`config.mk`:
```
export PLATFORM = sky130hd
export DESIGN_NAME = fv_bank_rd_requester
export DESIGN_NICKNAME = d
export VERILOG_FILES = /design/src/rtl/fv_bank_rd_requester.sv
export SDC_FILE = /design/constraint.sdc
export NUM_CORES = 1
export LEC_CHECK = 0
export CORE_MARGIN = 10
export CORE_UTILIZATION = 40
export CTS_BUF_LIST = sky130_fd_sc_hd__clkbuf_4 sky130_fd_sc_hd__clkbuf_8
export DETAILED_ROUTE_END_ITERATION = 10
export HOLD_SLACK_MARGIN = 0.1
export PLACE_DENSITY_LB_ADDON = 0.1
export REMOVE_ABC_BUFFERS = 1
export SLEW_MARGIN = 20
export SYNTH_ARGS = -nofsm -noshare
export SYNTH_HDL_FRONTEND = slang
export SYNTH_SLANG_ARGS = --single-unit
export TNS_END_PERCENT = 20
```
`constraint.sdc`:
```
create_clock -name clk -period 31.2 [get_ports clk]
set_input_delay 4.68 -clock clk [delete_from_list [all_inputs] [get_ports clk]]
set_output_delay 4.68 -clock clk [all_outputs]
set_load 0.05 [all_outputs]
```
`src/rtl/fv_bank_rd_requester.sv`:
```
// Feature-vector bank read requester: issues one bank read per edge, returns vectors in issue order.
// Optional build macro FV_REQ_PERF_CNT_EN adds stall/bank-hit counters and exposes err_flag.
module fv_bank_rd_requester #(
  parameter int NUM_BANKS = 4,
  parameter int ADDR_W    = 8,
  parameter int DATA_W    = 128,
  parameter int TAG_W     = 8,
  parameter int RD_LAT    = 1,
  parameter int OUT_DEPTH = 8,
  parameter int CNT_W     = 16
) (
  input  logic                               clk,
  input  logic                               reset,
  input  logic                               start,
  input  logic [CNT_W-1:0]                   num_edges,
  output logic                               busy,
  output logic                               done,
  input  logic                               in_valid,
  output logic                               in_ready,
  input  logic [$clog2(NUM_BANKS)+ADDR_W-1:0] in_node_id,
  input  logic [TAG_W-1:0]                   in_tag,
  output logic [NUM_BANKS-1:0]               bank_req_valid,
  output logic [NUM_BANKS*ADDR_W-1:0]        bank_req_addr,
  input  logic [NUM_BANKS-1:0]               bank_rsp_valid,
  input  logic [NUM_BANKS*DATA_W-1:0]        bank_rsp_data,
  output logic                               out_valid,
  input  logic                               out_ready,
  output logic [DATA_W-1:0]                  out_data,
  output logic [TAG_W-1:0]                   out_tag
`ifdef FV_REQ_PERF_CNT_EN
  ,
  output logic [31:0]                        stall_cycles,
  output logic [NUM_BANKS*16-1:0]            bank_hits,
  output logic                               err_flag
`endif
);

  localparam int BANK_W = $clog2(NUM_BANKS);
  localparam int NODE_W = BANK_W + ADDR_W;
  localparam int PTR_W  = $clog2(OUT_DEPTH);
  localparam int FCNT_W = PTR_W + 1;
  localparam int OCC_W  = PTR_W + 2;
  localparam int ENT_W  = DATA_W + TAG_W;

  // IDLE: wait for start | RUN: issuing edges | DRAIN: collecting remaining responses
  typedef enum logic [1:0] {S_IDLE, S_RUN, S_DRAIN} state_t;

  state_t             r_state, w_state_nxt;
  logic               r_done, w_done_nxt;
  logic [CNT_W-1:0]   r_issue_left, r_ret_left;

  logic               r_pv [RD_LAT];
  logic [BANK_W-1:0]  r_pb [RD_LAT];
  logic [TAG_W-1:0]   r_pt [RD_LAT];

  logic [ENT_W-1:0]   r_mem [OUT_DEPTH];
  logic [PTR_W-1:0]   r_wr_ptr, r_rd_ptr;
  logic [FCNT_W-1:0]  r_fcnt;
  logic               r_err_flag;

  logic [BANK_W-1:0]  w_bank, w_tail_bank;
  logic [ADDR_W-1:0]  w_addr;
  logic               w_fire, w_push, w_pop, w_rsp_ok, w_start_acc;
  logic [OCC_W-1:0]   w_inflight, w_occ;
  logic [DATA_W-1:0]  w_rsp_data;
  logic [ENT_W-1:0]   w_head;

  assign w_bank      = in_node_id[BANK_W-1:0];
  assign w_addr      = in_node_id[NODE_W-1:BANK_W];
  assign w_start_acc = (r_state == S_IDLE) && start;

  always_comb begin
    w_inflight = '0;
    for (int i = 0; i < RD_LAT; i++)
      if (r_pv[i]) w_inflight = w_inflight + OCC_W'(1);
  end

  // Credit check covers both queued and in-flight entries so a push never finds the FIFO full.
  assign w_occ    = OCC_W'(r_fcnt) + w_inflight;
  assign in_ready = (r_state == S_RUN) && (r_issue_left != '0) && (w_occ < OCC_W'(OUT_DEPTH));
  assign w_fire   = in_valid && in_ready;

  always_comb begin
    bank_req_valid = '0;
    bank_req_addr  = '0;
    for (int b = 0; b < NUM_BANKS; b++) begin
      if (w_fire && (w_bank == BANK_W'(b))) begin
        bank_req_valid[b]                  = 1'b1;
        bank_req_addr[b*ADDR_W +: ADDR_W]  = w_addr;
      end
    end
  end

  always_comb begin
    w_state_nxt = r_state;
    w_done_nxt  = 1'b0;
    case (r_state)
      S_IDLE: begin
        if (start) begin
          if (num_edges == '0) w_done_nxt  = 1'b1;
          else                 w_state_nxt = S_RUN;
        end
      end
      S_RUN: begin
        if (w_fire && (r_issue_left == CNT_W'(1))) w_state_nxt = S_DRAIN;
      end
      S_DRAIN: begin
        if ((r_ret_left == '0) || (w_pop && (r_ret_left == CNT_W'(1)))) begin
          w_state_nxt = S_IDLE;
          w_done_nxt  = 1'b1;
        end
      end
      default: w_state_nxt = S_IDLE;
    endcase
  end

  always_ff @(posedge clk) begin
    if (reset) begin
      r_state <= S_IDLE;
      r_done  <= 1'b0;
    end else begin
      r_state <= w_state_nxt;
      r_done  <= w_done_nxt;
    end
  end

  always_ff @(posedge clk) begin
    if (reset) begin
      r_issue_left <= '0;
      r_ret_left   <= '0;
    end else if (w_start_acc) begin
      r_issue_left <= num_edges;
      r_ret_left   <= num_edges;
    end else begin
      if (w_fire && (r_issue_left != '0)) r_issue_left <= r_issue_left - CNT_W'(1);
      if (w_pop && (r_ret_left != '0))    r_ret_left   <= r_ret_left - CNT_W'(1);
    end
  end

  always_ff @(posedge clk) begin
    if (reset) begin
      for (int i = 0; i < RD_LAT; i++) begin
        r_pv[i] <= 1'b0;
        r_pb[i] <= '0;
        r_pt[i] <= '0;
      end
    end else begin
      r_pv[0] <= w_fire;
      r_pb[0] <= w_bank;
      r_pt[0] <= in_tag;
      for (int i = 1; i < RD_LAT; i++) begin
        r_pv[i] <= r_pv[i-1];
        r_pb[i] <= r_pb[i-1];
        r_pt[i] <= r_pt[i-1];
      end
    end
  end

  assign w_push      = r_pv[RD_LAT-1];
  assign w_tail_bank = r_pb[RD_LAT-1];

  always_comb begin
    w_rsp_data = '0;
    w_rsp_ok   = 1'b0;
    for (int b = 0; b < NUM_BANKS; b++) begin
      if (w_tail_bank == BANK_W'(b)) begin
        w_rsp_data = bank_rsp_data[b*DATA_W +: DATA_W];
        w_rsp_ok   = bank_rsp_valid[b];
      end
    end
  end

  assign out_valid = (r_fcnt != '0);
  assign w_pop     = out_valid && out_ready;
  assign w_head    = r_mem[r_rd_ptr];
  assign out_data  = out_valid ? w_head[ENT_W-1:TAG_W] : '0;
  assign out_tag   = out_valid ? w_head[TAG_W-1:0]     : '0;

  always_ff @(posedge clk) begin
    if (w_push) r_mem[r_wr_ptr] <= {w_rsp_data, r_pt[RD_LAT-1]};
  end

  always_ff @(posedge clk) begin
    if (reset) begin
      r_wr_ptr   <= '0;
      r_rd_ptr   <= '0;
      r_fcnt     <= '0;
      r_err_flag <= 1'b0;
    end else begin
      if (w_push) r_wr_ptr <= r_wr_ptr + PTR_W'(1);
      if (w_pop)  r_rd_ptr <= r_rd_ptr + PTR_W'(1);
      case ({w_push, w_pop})
        2'b10:   r_fcnt <= r_fcnt + FCNT_W'(1);
        2'b01:   r_fcnt <= r_fcnt - FCNT_W'(1);
        default: r_fcnt <= r_fcnt;
      endcase
      // A missing response strobe still pushes data so ordering is preserved; only flag it.
      if (w_push && !w_rsp_ok) r_err_flag <= 1'b1;
    end
  end

  assign busy = (r_state != S_IDLE);
  assign done = r_done;

  assert property (@(posedge clk) disable iff (reset) !(w_push && (r_fcnt == FCNT_W'(OUT_DEPTH))));

`ifdef FV_REQ_PERF_CNT_EN
  logic [31:0] r_stall_cycles;
  logic [15:0] r_bank_hits [NUM_BANKS];

  always_ff @(posedge clk) begin
    if (reset || w_start_acc) begin
      r_stall_cycles <= '0;
      for (int b = 0; b < NUM_BANKS; b++) r_bank_hits[b] <= '0;
    end else begin
      if ((r_state == S_RUN) && in_valid && !in_ready) r_stall_cycles <= r_stall_cycles + 32'd1;
      for (int b = 0; b < NUM_BANKS; b++)
        if (w_fire && (w_bank == BANK_W'(b)) && (r_bank_hits[b] != 16'hFFFF))
          r_bank_hits[b] <= r_bank_hits[b] + 16'd1;
    end
  end

  always_comb begin
    bank_hits = '0;
    for (int b = 0; b < NUM_BANKS; b++) bank_hits[b*16 +: 16] = r_bank_hits[b];
  end

  assign stall_cycles = r_stall_cycles;
  assign err_flag     = r_err_flag;
`else
  logic w_unused;
  assign w_unused = r_err_flag;
`endif

endmodule

```
==> results.json <==
{
  "status": "finished clean",
  "via_per_inst": 5.37,
  "fillers": 9614,
  "syn-cell-area_um2": 47300,
  "globalRouteOverflowTotal": 0,
  "ctsHoldBuffers": 0,
  "worst_pin_slew_ns": 1.11,
  "num_rows": 126,
  "setup-tns-final_ns": 0,
  "seq_area_um2": 33900,
  "synth_seq_cells": 1147,
  "avgSynthCellArea_um2": 21.0,
  "start_util": 0.402,
  "hold_class": "reg -> reg",
  "grt_setup_unrepaired": "no",
  "ys_warn_count": 0,
  "port-buffer-count": 726,
  "worstPathMaxFanout": 16,
  "synth_seq_area_share": 0.716,
  "worstSetupPathType": "in -> out",
  "crit_path_end_kind": "output pin",
  "core_area_um2": 118000,
  "worstPathArrival_ns": 7.37,
  "final_antenna_net_count": 0,
  "cp.required_ns": 26.52,
  "wl_um": 124000,
  "antenna_found_initial": 8,
  "final.period_utilization": 0.386,
  "final_cell_mix": "edfxtp_1 (1088), clkdlybuf4s50_1 (725), mux4_2 (400), clkbuf_8 (200), nor2_1 (168)",
  "grt_pass1_wl_um": 183000,
  "cap_violations": 0,
  "cts_buffer_depth": 3,
  "tritoncts": "built",
  "clk_pin_slew_worst_paths_ns": 0.06,
  "final_common_cell": "edfxtp_1",
  "insertion_delay_ns": 0.84,
  "grt_max_degree": 145,
  "syn2layout_area_growth_pct": 27.0,
  "dpl.hpwl_um": 74900,
  "place_area_um2": 56400,
  "nets": 3652,
  "power.leakage_nw": 18.5,
  "drive_gt1_frac": 0.239,
  "multi_input_area_um2": 12900,
  "setup_viol": 0,
  "first_pass_iters": 5,
  "pin_count": 731,
  "synth_edf_count": 1088,
  "min_period_ns": 12.05,
  "die-area_um2": 132000,
  "ys.flop_type": "edfxtp_1",
  "die_x_um": 364,
  "drtIter0Drc": 1816,
  "postSynthCellCount": 2258,
  "slew_headroom": 0.263,
  "root_buffer": "clkbuf_8",
  "fp.dieH_um": 364,
  "slew_violations": 0,
  "postCtsResizedCells": 0,
  "h-tree-depth": 4,
  "wl_per_cell_um": 26.0,
  "vias": 25606,
  "p_per_area_nw_per_um2": 65.8,
  "grt_pass1_vias": 28864,
  "drc": 0,
  "synthArstFlopShare": 0,
  "design_area_um2": 60100,
  "track_usage": 0.185,
  "post_cts_buffers": 0,
  "start_kind": "primary input",
  "max_freq_ghz": 0.0830,
  "cts_buffers": 189,
  "peakVddDrop_mv": 0.0500,
  "synth.distinct_cells": 62,
  "clkSinkCount": 1147,
  "hold_violations": 0,
  "clock_skew_ns": 0.0303,
  "gp_congestion": 0.810
}
==> power breakdown <==
part / internal [mW] / leakage [nW] / total (mW) / switching (mW)
registers: 1.72 / 10.3 / 1.74 / 0.0200
logic: 0.384 / 6.25 / 0.949 / 0.566
clock network: 0.694 / 1.94 / 1.26 / 0.569
total: 2.80 / 18.5 / 3.95 / 1.15
==> state kept, by name (all words and copies together), names as in the netlist, named ones only <==
name / flops
r_pt: 8
r_issue_left: 16
r_fcnt: 4
r_pb: 2
r_ret_left: 16
r_mem: 1088
r_rd_ptr: 3
r_pv: 1
done: 1
r_wr_ptr: 3
r_state: 2
==> cell families after synthesis <==
kind of cell | after synthesis | share of synthesized area
AND/OR/NAND/NOR | 316 | 0.0332
flip-flops | 1147 | 0.716
AO/OA/AOI/OAI | 71 | 0.0106
XOR/XNOR | 23 | 0.00426
adder cells (fa/ha/maj) | 12 | 0.00333
multiplexers | 537 | 0.219
buffers and inverters | 152 | 0.0135
==> final timing paths <==
check         startpoint                end  slack [ns]  cells past startpoint
max             in_valid  bank_req_addr[29]       19.15                      6
min          r_rd_ptr[1]          flip-flop        0.48                      2
max reg2reg    r_fcnt[0]          r_fcnt[3]       27.53                     12
min reg2reg  r_rd_ptr[1]          flip-flop        0.48                      2
==> metrics by stage <==
stage               utilization  worst slack (ns)  power [mW]  hold WS (ns)  std cells
global placement          0.479             19.15        2.73         0.464       4428
global route              0.510             18.98        4.13         0.494       4766
finish                    0.510             19.15        3.95         0.480       4766
CTS                       0.510             19.14        4.01         0.480       4762
detailed placement        0.479             19.14        2.74         0.471       4428
floorplan                     -             13.62        2.51         0.447       2120
==> critical path, stage by stage <==
cell and delay [ns]:
clkdlybuf4s50_1 0.48, nand3_1 0.18, a21oi_2 0.58, and3_1 0.44
and2_1 0.19, clkdlybuf4s50_1 0.81
==> final cells by class <==
type                            count  area share
Tap cell                         1536      0.0320
Clock buffer                      268      0.0543
Sequential cell                  1147       0.564
Clock inverter                     66     0.00623
Inverter                           14    0.000875
Multi-Input combinational cell    959       0.214
Antenna cell                        2   0.0000833
Timing Repair Buffer              774       0.128
==> cells in the mapped netlist (all sizes together), types with 2 or more instances <==
| cell type | instances | area share |
|---|---|---|
| clkbuf | 70 | 0.0056 |
| nand2 | 19 | 0.0016 |
| or4 | 4 | 0.00071 |
| nor2 | 174 | 0.014 |
| nor3b | 6 | 0.0013 |
| xnor2 | 7 | 0.0013 |
| a211oi | 11 | 0.0017 |
| buf | 68 | 0.0069 |
| a21oi | 23 | 0.0025 |
| or3 | 7 | 0.0010 |
| nor4 | 10 | 0.0020 |
| edfxtp | 1088 | 0.69 |
| o21bai | 4 | 0.00063 |
| a22oi | 2 | 0.00032 |
| a21o | 2 | 0.00032 |
| o21ai | 2 | 0.00021 |
| nand3b | 4 | 0.00063 |
| xor2 | 16 | 0.0030 |
| ha | 11 | 0.0029 |
| o41ai | 3 | 0.00056 |
| a31oi | 6 | 0.00079 |
| nand3 | 12 | 0.0015 |
| dfxtp | 59 | 0.025 |
| mux4 | 400 | 0.19 |
| a32oi | 8 | 0.0015 |
| nand2b | 3 | 0.00040 |
| o211ai | 2 | 0.00061 |
| mux2i | 137 | 0.029 |
| nor2b | 11 | 0.0015 |
| inv | 14 | 0.0011 |
| nand4 | 8 | 0.0011 |
| and2 | 35 | 0.0046 |
| nand4b | 4 | 0.00074 |
| o311ai | 3 | 0.00056 |
| and3 | 4 | 0.00053 |
| nor3 | 11 | 0.0013 |
==> routing by layer <==
metal	global-route usage	part of all wire	vias to the layer above
met5	0	0.00033	-
met4	0.0470	0.016	6
met3	0.0474	0.063	155
met2	0.326	0.52	781
met1	0.225	0.40	13530
li1	-	-	11134
(Power assumes the default switching activity.)
